--- src/rtl/inst_fetch.sv ---
// Instruction fetch front end: owns the fetch PC, reads INST_MEM and buffers
// fetched words in a small prefetch FIFO presented to decode via valid/ready.
module inst_fetch #(
  parameter logic [31:0] RESET_PC = 32'h0000_0000,
  parameter int          DEPTH    = 4
) (
  input  logic        clk,
  input  logic        rst_n,
  output logic [31:0] im_addr,
  input  logic [31:0] im_inst,
  input  logic        redirect_valid,
  input  logic [31:0] redirect_pc,
  output logic        id_valid,
  input  logic        id_ready,
  output logic [31:0] id_inst,
  output logic [31:0] id_pc
);

  localparam int            AW        = $clog2(DEPTH);
  localparam logic [AW:0]   DEPTH_CNT = (AW + 1)'(DEPTH);
  localparam logic [AW:0]   CNT_ONE   = (AW + 1)'(1);
  localparam logic [AW-1:0] PTR_ONE   = AW'(1);

  logic [31:0]   fpc;
  logic [AW-1:0] rd_ptr;
  logic [AW-1:0] wr_ptr;
  logic [AW:0]   count;
  logic [31:0]   pc_mem   [DEPTH];
  logic [31:0]   inst_mem [DEPTH];

  logic full;
  logic deq;
  logic enq;

  // Handshake decode: a full FIFO may still accept a word when the head leaves.
  always_comb begin
    full = 1'b0;
    deq  = 1'b0;
    enq  = 1'b0;
    full = (count == DEPTH_CNT);
    deq  = id_valid && id_ready;
    enq  = !redirect_valid && (!full || deq);
  end

  // Fetch PC, FIFO storage, pointers and occupancy; redirect flushes everything.
  always_ff @(posedge clk or negedge rst_n) begin
    if (!rst_n) begin
      fpc    <= RESET_PC & ~32'h0000_0003;
      rd_ptr <= '0;
      wr_ptr <= '0;
      count  <= '0;
      for (int i = 0; i < DEPTH; i++) begin
        pc_mem[i]   <= 32'h0000_0000;
        inst_mem[i] <= 32'h0000_0000;
      end
    end else if (redirect_valid) begin
      fpc    <= {redirect_pc[31:2], 2'b00};
      rd_ptr <= '0;
      wr_ptr <= '0;
      count  <= '0;
    end else begin
      if (enq) begin
        pc_mem[wr_ptr]   <= fpc;
        inst_mem[wr_ptr] <= im_inst;
        wr_ptr           <= wr_ptr + PTR_ONE;
        fpc              <= fpc + 32'd4;
      end else begin
        wr_ptr <= wr_ptr;
        fpc    <= fpc;
      end
      if (deq) begin
        rd_ptr <= rd_ptr + PTR_ONE;
      end else begin
        rd_ptr <= rd_ptr;
      end
      case ({enq, deq})
        2'b10:   count <= count + CNT_ONE;
        2'b01:   count <= count - CNT_ONE;
        default: count <= count;
      endcase
    end
  end

  assign im_addr  = {2'b00, fpc[31:2]};
  assign id_valid = (count != '0);
  assign id_inst  = inst_mem[rd_ptr];
  assign id_pc    = pc_mem[rd_ptr];

endmodule

--- config.mk ---
export PLATFORM = sky130hd
export DESIGN_NAME = inst_fetch
export DESIGN_NICKNAME = d
export VERILOG_FILES = /design/src/rtl/inst_fetch.sv
export SDC_FILE = /design/constraint.sdc
export NUM_CORES = 1
export LEC_CHECK = 0
export CAP_MARGIN = 40
export CELL_PAD_IN_SITES_DETAIL_PLACEMENT = 0
export CELL_PAD_IN_SITES_GLOBAL_PLACEMENT = 2
export CORE_AREA = 2 2 181 183
export CTS_BUF_LIST = sky130_fd_sc_hd__clkbuf_16
export DETAILED_ROUTE_END_ITERATION = 8
export DIE_AREA = 0 0 183 185
export DONT_BUFFER_PORTS = 1
export MAX_ROUTING_LAYER = met4
export PLACE_DENSITY = 0.76
export REMOVE_ABC_BUFFERS = 1
export SLEW_MARGIN = 20
export SYNTH_ARGS = -nofsm -noshare
export SYNTH_HDL_FRONTEND = slang
export SYNTH_SLANG_ARGS = --single-unit
--- constraint.sdc ---
create_clock -name clk -period 2.1 [get_ports clk]
set_input_delay 0.42 -clock clk [delete_from_list [all_inputs] [get_ports clk]]
set_output_delay 0.42 -clock clk [all_outputs]
set_load 0.02 [all_outputs]
==> impl_metrics.tcl, run 1 <==
set metrics [dict create \
    drc 0 \
    critPathMaxStageDelay_ns 0.60 \
    clock-root-buffer "clkbuf_16" \
    final_common_cell "dfrtp_1" \
    synth_cells 850 \
    syn_to_final_growth_pct 16.3 \
    synth_top_area_share_pct 55.4 \
    hp-class "input port to async pin" \
    intPower_mw 15.5 \
    syn_area_per_cell_um2 15.1 \
    wl_met2_mm 14.5 \
    initial_utilization_pct 40.2 \
    cellLeakagePower_nw 6.16 \
    hold_slack_ns -0.369 \
    ir_drop_mv 0.687 \
    ys_types 38 \
    ys_top_cells_by_area "dfrtp_1 55%, mux2_2 21%, mux4_2 11%" \
    finalNetCount 964 \
    maxCapViolations 0 \
    layout_setup_ws_ns -0.226 \
    crit_chain "buf_12 > buf_16 > mux4_2" \
    final_core_util_pct 46.7 \
    track_usage_pct 18.8 \
    combPwrFrac_pct 34.9 \
    nFillCells 2882 \
    slew_headroom_pct 41.3 \
    clk_pin_slew_worst_paths_ns 0.05 \
    violations "negative hold slack, negative setup slack" \
    final.setup_skew_ns 0.00844 \
    synth_flop_cell "dfrtp_1" \
    grt-ovfl-total 0 \
    tritoncts "yes" \
    cp.required_ns 1.68 \
    async_flop_share_pct 100 \
    grt_pass1_vias 7833 \
    path_buf_inv 2 \
    crit_path_start_kind "flop" \
    fp.dieW_um 183 \
    core-area_um2 32000 \
    vias_per_cell 5.41 \
    drive_gt1_share_pct 45.6 \
    pre_cts_ws_ns 0.0836 \
    io-pin-count 165 \
    powerDensity_nw_per_um2 1500 \
    cp_max_fo 9 \
    pwr-share-seq_pct 40.2 \
    num_vias 7163 \
    grt_pass1_wl_mm 47.2 \
    ant_nets 0 \
    synth-edff-count 0 \
    yosys.area.top_type "dfrtp_1" \
    crit_path_top_delay_cell "mux4_2" \
    path_class "flop to output port" \
    fmax_mhz 430 \
    cts_buffers 35 \
    critPathTopFamily "multiplexers" \
    end_kind "output port" \
    rsz0062_at_grt "true" \
    critical_path_arrival_ns 1.91 \
    clock-sinks 285 \
    top_layer_used "met4" \
    ys_ff_latch 285 \
    netlist_area_um2 12900 \
    avgRoutedWirePerCell_um 22.7 \
    hpwl_mm 17.1 \
    numPortBuffers 0 \
    wl_met1_mm 13.3 \
    final_cell_mix "283 x dfrtp_1, 239 x mux2_2, 62 x mux4_2" \
    switching_power_mw 7.00 \
    h-tree-depth 2 \
    place.gp.congestion 0.755 \
    row_count 66 \
    grt_max_degree 286 \
    finalCritPeriodShare_pct 111 \
    fin_crit_ns 2.33 \
    timing.setup.tns_ns -11.66 \
    clock_power_share_pct 25.0 \
    clk_path_buf_depth 3 \
    yosys_warnings 0 \
    drt_wl_total_mm 30.0 \
    yosysSeqAreaShare_pct 55.4 \
    sw_frac_of_total_pct 31.1 \
    antenna_found_initial 1 \
    fp.dieH_um 185 \
    clk_latency_ns 0.49 \
    outcome "complete, but fails checks" \
    hold_buffers 2 \
    hold_viol 285 \
    final_max_slew_viol_count 0 \
    setup_violations 62 \
    dr.pass1.iters 4 \
    fp.dieArea_um2 33900 \
    drt_first_iter_violations 302 \
    max_slew.worst_pin.slew_ns 0.880 \
    wl_met3_mm 1.68 \
]
==> stage by stage <==
stage	power, mW	hold slack, ns	area [µm²]	cells
finish	22.5	-0.369	15000	1324
CTS	22.8	-0.391	14900	1322
global placement	16.1	0.136	13500	1244
global route	23.8	-0.397	15000	1324
detailed placement	16.3	0.138	13500	1244
floorplan	14.7	0.124	12500	786
==> power groups by stage <==
stage               clock (mW)  combinational (mW)  sequential (mW)
floorplan                    0                5.54             9.14
global placement             0                7.05             9.04
global route              6.04                8.38             9.36
finish                    5.62                7.84             9.03
CTS                       5.79                7.95             9.03
detailed placement           0                7.18             9.14
==> synth_stat cells, types with 2 or more instances <==
| cell | n |
|---|---|
| a21oi_1 | 2 |
| and3_1 | 7 |
| and4_1 | 4 |
| buf_1 | 4 |
| buf_2 | 17 |
| buf_4 | 6 |
| buf_6 | 14 |
| clkbuf_1 | 25 |
| dfrtp_1 | 285 |
| ha_1 | 5 |
| inv_1 | 5 |
| mux2_1 | 11 |
| mux2_2 | 239 |
| mux4_2 | 62 |
| nand2_1 | 45 |
| nand3_1 | 10 |
| nand4_1 | 8 |
| nor2_1 | 13 |
| nor3_1 | 8 |
| nor4_1 | 4 |
| o21ai_0 | 20 |
| o21ai_1 | 8 |
| or3_1 | 2 |
| or4b_1 | 2 |
| xnor2_1 | 19 |
| xor2_1 | 13 |
==> registers in the layout (all words and copies together), names as in the netlist <==
signal,cells
fpc,30
rd_ptr,2
pc_mem,120
inst_mem,128
wr_ptr,2
count,3
==> routing by layer <==
metal	up-vias	track usage, %
met1	3776	24.4
met5	-	-
met4	0	4.54
met3	42	4.62
met2	158	30.0
li1	3187	-
==> area by class of cell <==
class / count / area, µm² / share of cell area [%]
antenna: 1 / 2.50 / 0.0167
clock buffer: 37 / 926 / 6.19
clock inverter: 25 / 150 / 1.00
inverter: 5 / 18.8 / 0.125
multi-input combinational: 496 / 5350 / 35.7
sequential: 285 / 7140 / 47.7
tap: 408 / 510 / 3.41
timing repair buffer: 67 / 868 / 5.80
==> worst register-to-register path, stage by stage, from the launching register on <==
cell and delay [ns]:
dfrtp_1 0.39, or4b_1 0.69, and3_4 0.28, buf_12 0.19, mux2_1 0.35
==> logic make-up (layout without fill, tap and decap cells) <==
kind of cell / after synthesis / after routing / synth area share (%)
other: 1 / 5 / 0.0291
flip-flops: 285 / 285 / 55.4
AO/OA/AOI/OAI: 32 / 32 / 1.28
XOR/XNOR: 32 / 32 / 2.18
buffers and inverters: 72 / 134 / 3.27
AND/OR/NAND/NOR: 109 / 109 / 4.39
adder cells (fa/ha/maj): 6 / 6 / 0.642
multiplexers: 313 / 313 / 32.8
==> worst paths after layout <==
path,slack [ns],cells after the start,from,to
setup / recovery,-0.23,3,rd_ptr[0],id_pc[28]
hold / removal,-0.37,0,rst_n,pc_mem[55]
setup reg to reg,0.08,4,count[1],pc_mem[83]
hold reg to reg,0.48,1,inst_mem[68],inst_mem[68]
max in group asynchronous,1.74,0,rst_n,pc_mem[98]
min in group clk,0.03,1,redirect_valid,fpc[23]
==> repair_timing <==
item / in CTS / in global routing
gates resized for setup: 9 / 0
pin swaps: 0 / 0
cloned: 7 / 1
buffers inserted: 7 / 0
hold endpoints to repair: 294 / 285
setup endpoints to repair: 62 / 62
No activity file was read; power rests on OpenSTA's default activity.
==> inputs of run 2 (changes only) <==
--- a/config.mk
+++ b/config.mk
@@ -15,6 +15,7 @@
 export DONT_BUFFER_PORTS = 1
 export MAX_ROUTING_LAYER = met4
 export PLACE_DENSITY = 0.76
+export RECOVER_POWER = 25
 export REMOVE_ABC_BUFFERS = 1
 export SLEW_MARGIN = 20
 export SYNTH_ARGS = -nofsm -noshare
==> results of run 2 <==
The final DEF is identical to that of run 1; final timing and power are the same.
